`config.mk`:
```
export PLATFORM = sky130hd
export DESIGN_NAME = bool_func_engine
export DESIGN_NICKNAME = d
export VERILOG_FILES = /design/src/rtl/bool_func_engine.sv
export SDC_FILE = /design/constraint.sdc
export NUM_CORES = 1
export LEC_CHECK = 0
export ABC_CLOCK_PERIOD_IN_PS = 3500
export CORE_ASPECT_RATIO = 1.25
export CORE_UTILIZATION = 30
export DETAILED_ROUTE_END_ITERATION = 16
export GPL_ROUTABILITY_DRIVEN = 1
export SYNTH_ARGS = -nofsm -noshare
export SYNTH_HDL_FRONTEND = slang
export SYNTH_SLANG_ARGS = --single-unit
export TNS_END_PERCENT = 10
```
`constraint.sdc`:
```
create_clock -name clk -period 3.5 [get_ports clk]
set_clock_uncertainty 0.1 [all_clocks]
set_input_delay 0.35 -clock clk [delete_from_list [all_inputs] [get_ports clk]]
set_output_delay 0.35 -clock clk [all_outputs]
set_load 0.1 [all_outputs]
```
`src/rtl/bool_func_engine.sv`:
```
// Programmable Boolean function engine: N_FUNC run-time writable truth tables,
// one-cycle registered evaluation, and a sweep unit for minterm count and equivalence.
module bool_func_engine #(
  parameter int N_IN   = 5,
  parameter int N_FUNC = 4,
  parameter int FSEL_W = (N_FUNC > 1) ? $clog2(N_FUNC) : 1
) (
  input  logic              clk,
  input  logic              rst_n,
  input  logic              wr_en,
  input  logic [FSEL_W-1:0] wr_func,
  input  logic [N_IN-1:0]   wr_addr,
  input  logic              wr_data,
  input  logic              in_valid,
  input  logic [N_IN-1:0]   in_vec,
  output logic              out_valid,
  output logic [N_FUNC-1:0] out_vec,
  input  logic              start,
  input  logic [FSEL_W-1:0] sel_a,
  input  logic [FSEL_W-1:0] sel_b,
  output logic              busy,
  output logic              done,
  output logic [N_IN:0]     count_a,
  output logic              equal,
  output logic [N_IN-1:0]   first_diff
);
  localparam int DEPTH = 2**N_IN;
  localparam logic [N_IN-1:0] IDX_LAST = '1;

  typedef enum logic [1:0] {IDLE, SWEEP, DONE} state_t;

  state_t            state;
  logic [FSEL_W-1:0] lat_a;
  logic [FSEL_W-1:0] lat_b;
  logic [N_IN-1:0]   idx;
  logic [N_IN:0]     cnt_acc;
  logic              eq_acc;
  logic [N_IN-1:0]   diff_acc;

  logic [N_FUNC-1:0] eval_bits;
  logic [N_FUNC-1:0] sweep_bits;
  logic              bit_a;
  logic              bit_b;
  logic              mismatch;
  logic [N_IN:0]     cnt_next;
  logic              eq_next;
  logic [N_IN-1:0]   diff_next;
  logic              wr_ok;

  assign wr_ok = wr_en & ~busy;

  // Out-of-range wr_func matches no channel, so such writes fall away naturally.
  generate
    for (genvar gi = 0; gi < N_FUNC; gi++) begin : g_chan
      logic [DEPTH-1:0] row;
      always_ff @(posedge clk or negedge rst_n) begin
        if (!rst_n) begin
          row <= '0;
        end else if (wr_ok && (32'(wr_func) == gi)) begin
          row[wr_addr] <= wr_data;
        end
      end
      assign eval_bits[gi]  = row[in_vec];
      assign sweep_bits[gi] = row[idx];
    end
  endgenerate

  // A latched selector beyond the last channel reads as constant 0.
  always_comb begin
    bit_a = 1'b0;
    bit_b = 1'b0;
    for (int k = 0; k < N_FUNC; k++) begin
      if (32'(lat_a) == k) bit_a = sweep_bits[k];
      if (32'(lat_b) == k) bit_b = sweep_bits[k];
    end
  end

  assign mismatch  = bit_a ^ bit_b;
  assign cnt_next  = cnt_acc + {{N_IN{1'b0}}, bit_a};
  assign eq_next   = eq_acc & ~mismatch;
  assign diff_next = (eq_acc && mismatch) ? idx : diff_acc;

  always_ff @(posedge clk or negedge rst_n) begin
    if (!rst_n) begin
      out_valid <= 1'b0;
      out_vec   <= '0;
    end else begin
      out_valid <= in_valid;
      if (in_valid) out_vec <= eval_bits;
    end
  end

  // Results are loaded from the next-values on the last index so they are valid in DONE.
  always_ff @(posedge clk or negedge rst_n) begin
    if (!rst_n) begin
      state      <= IDLE;
      lat_a      <= '0;
      lat_b      <= '0;
      idx        <= '0;
      cnt_acc    <= '0;
      eq_acc     <= 1'b1;
      diff_acc   <= '0;
      busy       <= 1'b0;
      done       <= 1'b0;
      count_a    <= '0;
      equal      <= 1'b1;
      first_diff <= '0;
    end else begin
      case (state)
        IDLE: begin
          done <= 1'b0;
          if (start) begin
            lat_a    <= sel_a;
            lat_b    <= sel_b;
            idx      <= '0;
            cnt_acc  <= '0;
            eq_acc   <= 1'b1;
            diff_acc <= '0;
            busy     <= 1'b1;
            state    <= SWEEP;
          end
        end
        SWEEP: begin
          cnt_acc  <= cnt_next;
          eq_acc   <= eq_next;
          diff_acc <= diff_next;
          if (idx == IDX_LAST) begin
            count_a    <= cnt_next;
            equal      <= eq_next;
            first_diff <= diff_next;
            busy       <= 1'b0;
            done       <= 1'b1;
            state      <= DONE;
          end else begin
            idx <= idx + N_IN'(1);
          end
        end
        DONE: begin
          done  <= 1'b0;
          state <= IDLE;
        end
        default: begin
          busy  <= 1'b0;
          done  <= 1'b0;
          state <= IDLE;
        end
      endcase
    end
  end
endmodule

```
Word-level counts from Yosys, hierarchy flattened:

Index checks and enable logic that the tools add are counted.

* bits in registers: 170
* output and inout bits: 19
* input bits: 22

* reductions and logical operators: 17
* add/subtract/negate cells: 2
* multiplexer cells: 46
* bitwise gates (word level): 6
* order comparisons: 4
* eq/ne operators: 15

Operators by type and width (number)
* $bwmux 32: 4
* $bmux 1 s5: 8
* $mux 1: 21
* $pmux 5 s2: 2
* $lt 5x6->1 const B: 3
* $mux 5: 3
* $eq 2x2->1 const B: 7
* $pmux 6 s2: 1
* $eq 2x1->1 const B: 4
* $logic_not 2->1: 4
* $reduce_and 2->1: 4
* $add 6x1->6: 1
* $logic_and 1x1->1: 6
* $mux 6: 1
* $ne 2x2->1 const B: 3
* $reduce_and 3->1: 2
* $add 5x1->5 const B: 1
* $demux 1 s5: 1
* $eq 5x5->1 const B: 1
* $ge 5x1->1 const B: 1
* $mux 2: 2
* $pmux 2 s2: 1
* $not 1->1: 3
* $pmux 1 s3: 1
* 4 further kinds: 5

Longest topological paths before layout:

* word-level depth: 10
* mapped depth: 12
* mapped depth without buffers: 10

Worst setup path before layout:

OpenSTA, ideal clock, no wires.

* path kind: reg2reg
* start point: reg idx[0]
* end point: reg count_a[5]
* path buffers: 2
* stages on the path, launching flop included: 13
* arrival: 2.883 ns
* period minus slack after synthesis: 3.116 ns
* path slack: 0.384 ns
* cell sequence: dfrtp_1 buf_6 buf_6 mux4_1 mux4_2 mux2i_1 mux4_2 inv_1 ha_1 and3_1 nand3_1 xor2_1 o21ai_0

* word-level cells in the longest chain between the ends: 7
* elaborated cells on any way between the ends: 15

RTL lines
* start: declaration: line 35 `logic [N_IN-1:0] idx;`
* start signal: assignment: line 135 `idx <= idx + N_IN'(1);`
* $bmux 1 s5: line 64 `assign sweep_bits[gi] = row[idx];`
* $mux 1 (implied by the code): line 64
* $mux 1 (4 in series): line 73 `if (32'(lat_a) == k) bit_a = sweep_bits[k];`
* $add 6x1->6: line 79 `assign cnt_next = cnt_acc + {{N_IN{1'b0}}, bit_a};`
* end signal: assignment: line 128 `count_a <= cnt_next;`
* end: declaration: line 23 `output logic [N_IN:0] count_a,`

Several ways; a longest one is shown, not always the timed one. The select of a mux whose other input is x is not followed.
A chain may end at the register's enable or synchronous reset.

Final worst setup path:

* start point: reg idx[0]
* end point: reg count_a[3]

Same word-level chain as after synthesis.

==> impl_metrics.env <==
export IMPL_syn_to_final_growth_pct=16.1
export IMPL_synth_fp_nets=794
export IMPL_ys_ff_latch=170
export IMPL_rows=72
export IMPL_clk_latency_ps=450
export IMPL_drc_errors=0
export IMPL_hpwlAfterDp_um=16900
export IMPL_powerDensity_mw_per_mm2=547
export IMPL_syn_area_mm2=0.00943
export IMPL_wire_per_inst_um=19.7
export IMPL_fillers=3013
export IMPL_grt_pass1_wl_um=37800
export IMPL_synth_avg_cell_area_um2=12.3
export IMPL_multi_input_area_mm2=0.00489
export IMPL_crit_path_start_kind="register"
export IMPL_place_congestion=0.839
export IMPL_synth_area_top_cells="dfrtp_1 45%, mux4_2 19%, mux2_2 16%, nand2_1 4.9%, nor2_1 3.5%"
export IMPL_synth_top_area_share_pct=44.6
export IMPL_initialDrtViolationCount=325
export IMPL_setup_violations=0
export IMPL_relSlewSlack_pct=20.9
export IMPL_yosysUniqueCellTypes=39
export IMPL_rsz0062_at_grt="no"
export IMPL_worstMarginPinSlew_ps=1190
export IMPL_first_pass_iters=5
export IMPL_die_w_um=161
export IMPL_reg2reg_slack_ps=200
export IMPL_dp_slack_ps=102
export IMPL_postSynthCellCount=768
export IMPL_ant_nets=0
export IMPL_ir_worst_vdd_v=0.000336
export IMPL_wl_um=23800
export IMPL_initial_utilization_pct=30.5
export IMPL_tritoncts="done"
export IMPL_gr_usage_all_layers_pct=15.7
export IMPL_leakage_nw=4.67
export IMPL_synth_top_area_cell="dfrtp_1"
export IMPL_min_period_ps=3300
export IMPL_gr_total_overflow=0
export IMPL_n_antenna_cell=0
export IMPL_hold_viol=0
export IMPL_cts_buffer_depth=2
export IMPL_slew_viol_final=0
export IMPL_fmax_mhz=303
export IMPL_drv_cap=0
export IMPL_synth_common_cells="168 x dfrtp_1, 133 x mux2_2, 124 x nand2_1"
export IMPL_clk_pin_slew_worst_paths_ps=70
export IMPL_core_area_mm2=0.0309
export IMPL_die_area_mm2=0.0321
export IMPL_synth_most_common_cell="dfrtp_1"
export IMPL_synth_edf_count=0
export IMPL_synth_main_ff_cell="dfrtp_1"
export IMPL_fp_dieH_um=200
export IMPL_r2r_cells=12
export IMPL_critPathRequiredTime_ps=3690
export IMPL_hp_class="input pin to async pin"
export IMPL_io_buffers=40
export IMPL_end_kind="register"
export IMPL_finalSetupTns_ps=0
export IMPL_drive_above_1_share_pct=34.7
export IMPL_grt_max_degree=129
export IMPL_root_buffer="clkbuf_16"
export IMPL_worst_endpoint_arrival_ps=3500
export IMPL_regArea_mm2=0.00426
export IMPL_antenna_found_initial=0
export IMPL_crit_type="register to register"
export IMPL_min_period_over_period_pct=94.4
export IMPL_timing_rr_end="count_a[3]"
export IMPL_h_tree_depth=4
export IMPL_reg2reg_from="idx[0]"
export IMPL_ys_async_sr_fraction_pct=100
export IMPL_layout_nets=817
export IMPL_setup_slack_ps=196
export IMPL_outcome="finished, final reports clean"
export IMPL_p_total_mw=5.99
export IMPL_vias_per_cell=5.10
export IMPL_crit_fanout=21
export IMPL_cts_buffers=17
export IMPL_synth_warnings=0
export IMPL_io_pins=41
export IMPL_cts_sinks=170
export IMPL_grt_pass1_vias=6376
export IMPL_vias=6174
export IMPL_ys_seq_area_share_pct=45.2
## worst max-delay path, stage by stage (launching register included)
cell and delay (ps):
dfrtp_2 420, buf_12 210, mux4_1 570, mux4_2 460
mux2i_1 140, buf_4 160, mux4_2 260, inv_1 60
buf_4 130, ha_1 220, nand3_1 160, xor2_1 170
o21ai_0 90
## kinds of logic (layout without fill, tap and decap cells)
group	after synthesis	count (layout)	synth area share, %
AND/OR/NAND/NOR	250	250	10.9
multiplexers	223	223	36.5
flip-flops	170	170	45.2
buffers and inverters	66	102	3.13
AO/OA/AOI/OAI	46	46	2.87
XOR/XNOR	9	9	0.916
adder cells (fa/ha/maj)	4	4	0.531
## worst max-delay path by stage
stage                start    endpoint  slack (ps)  depth (start not counted)
global placement    idx[0]  count_a[5]         140                         11
floorplan           idx[0]  count_a[5]         380                         12
detailed placement  idx[0]  count_a[4]         100                         11
global route        idx[0]  count_a[3]          40                         12
CTS                 idx[0]  count_a[3]          30                         11
finish              idx[0]  count_a[3]         200                         12
## cell usage in the layout (no fill, tap or decap), types with 8 or more instances in the layout
cell type,netlist,layout
dfrtp_1,168,167
mux2_2,133,133
nand2_1,124,124
nor2_1,88,88
mux4_2,78,78
clkdlybuf4s50_1,0,36
buf_4,3,18
o21ai_0,17,17
clkbuf_16,0,17
a21oi_1,12,12
nand3_1,8,8
## cell type report
class	instances	area share, %
clock inverter	13	1.52
clock buffer	19	4.14
inverter	6	0.206
multi-input combinational	532	44.7
timing repair buffer	64	5.91
tap	407	4.65
sequential	170	38.9
## where the power goes
part / switching (mW) / internal (mW) / total [mW]
sequential: 0.233 / 2.15 / 2.38
combinational: 0.964 / 0.644 / 1.61
clock: 0.831 / 1.17 / 2.00
## metrics by stage
stage	std cells	cell area [um^2]	hold WS [ps]	utilization (%)
CTS	1211	10900	398	35.4
global route	1211	10900	409	35.4
finish	1211	10900	380	35.4
detailed placement	1178	10300	305	33.3
global placement	1178	10300	310	33.3
floorplan	768	9430	-45.6	-
## layer usage
metal  global-route usage (%)  routed length [um]
met1                     19.4                9880
met2                     26.9               12500
met3                     2.32                 656
met4                     7.45                 835
met5                        0                   0
## flip-flops by register name, indices dropped and copies added (netlist names)
| name | flops |
|---|---|
| done | 1 |
| g_chan.row | 128 |
| idx | 5 |
| out_vec | 4 |
| lat_b | 2 |
| state | 2 |
| count_a | 6 |
| eq_acc | 1 |
| cnt_acc | 6 |
| busy | 1 |
| diff_acc | 5 |
| equal | 1 |
| out_valid | 1 |
| first_diff | 5 |
| lat_a | 2 |
## what timing repair did
| item | CTS | global route |
|---|---|---|
| hold buffers | 1 | 0 |
| setup endpoints to repair | 0 | 6 |
| buffers inserted | 0 | 1 |
| hold endpoints to repair | 62 | 0 |
| gates resized for setup | 0 | 2 |
Note: power is estimated with default switching activity, not from simulation.
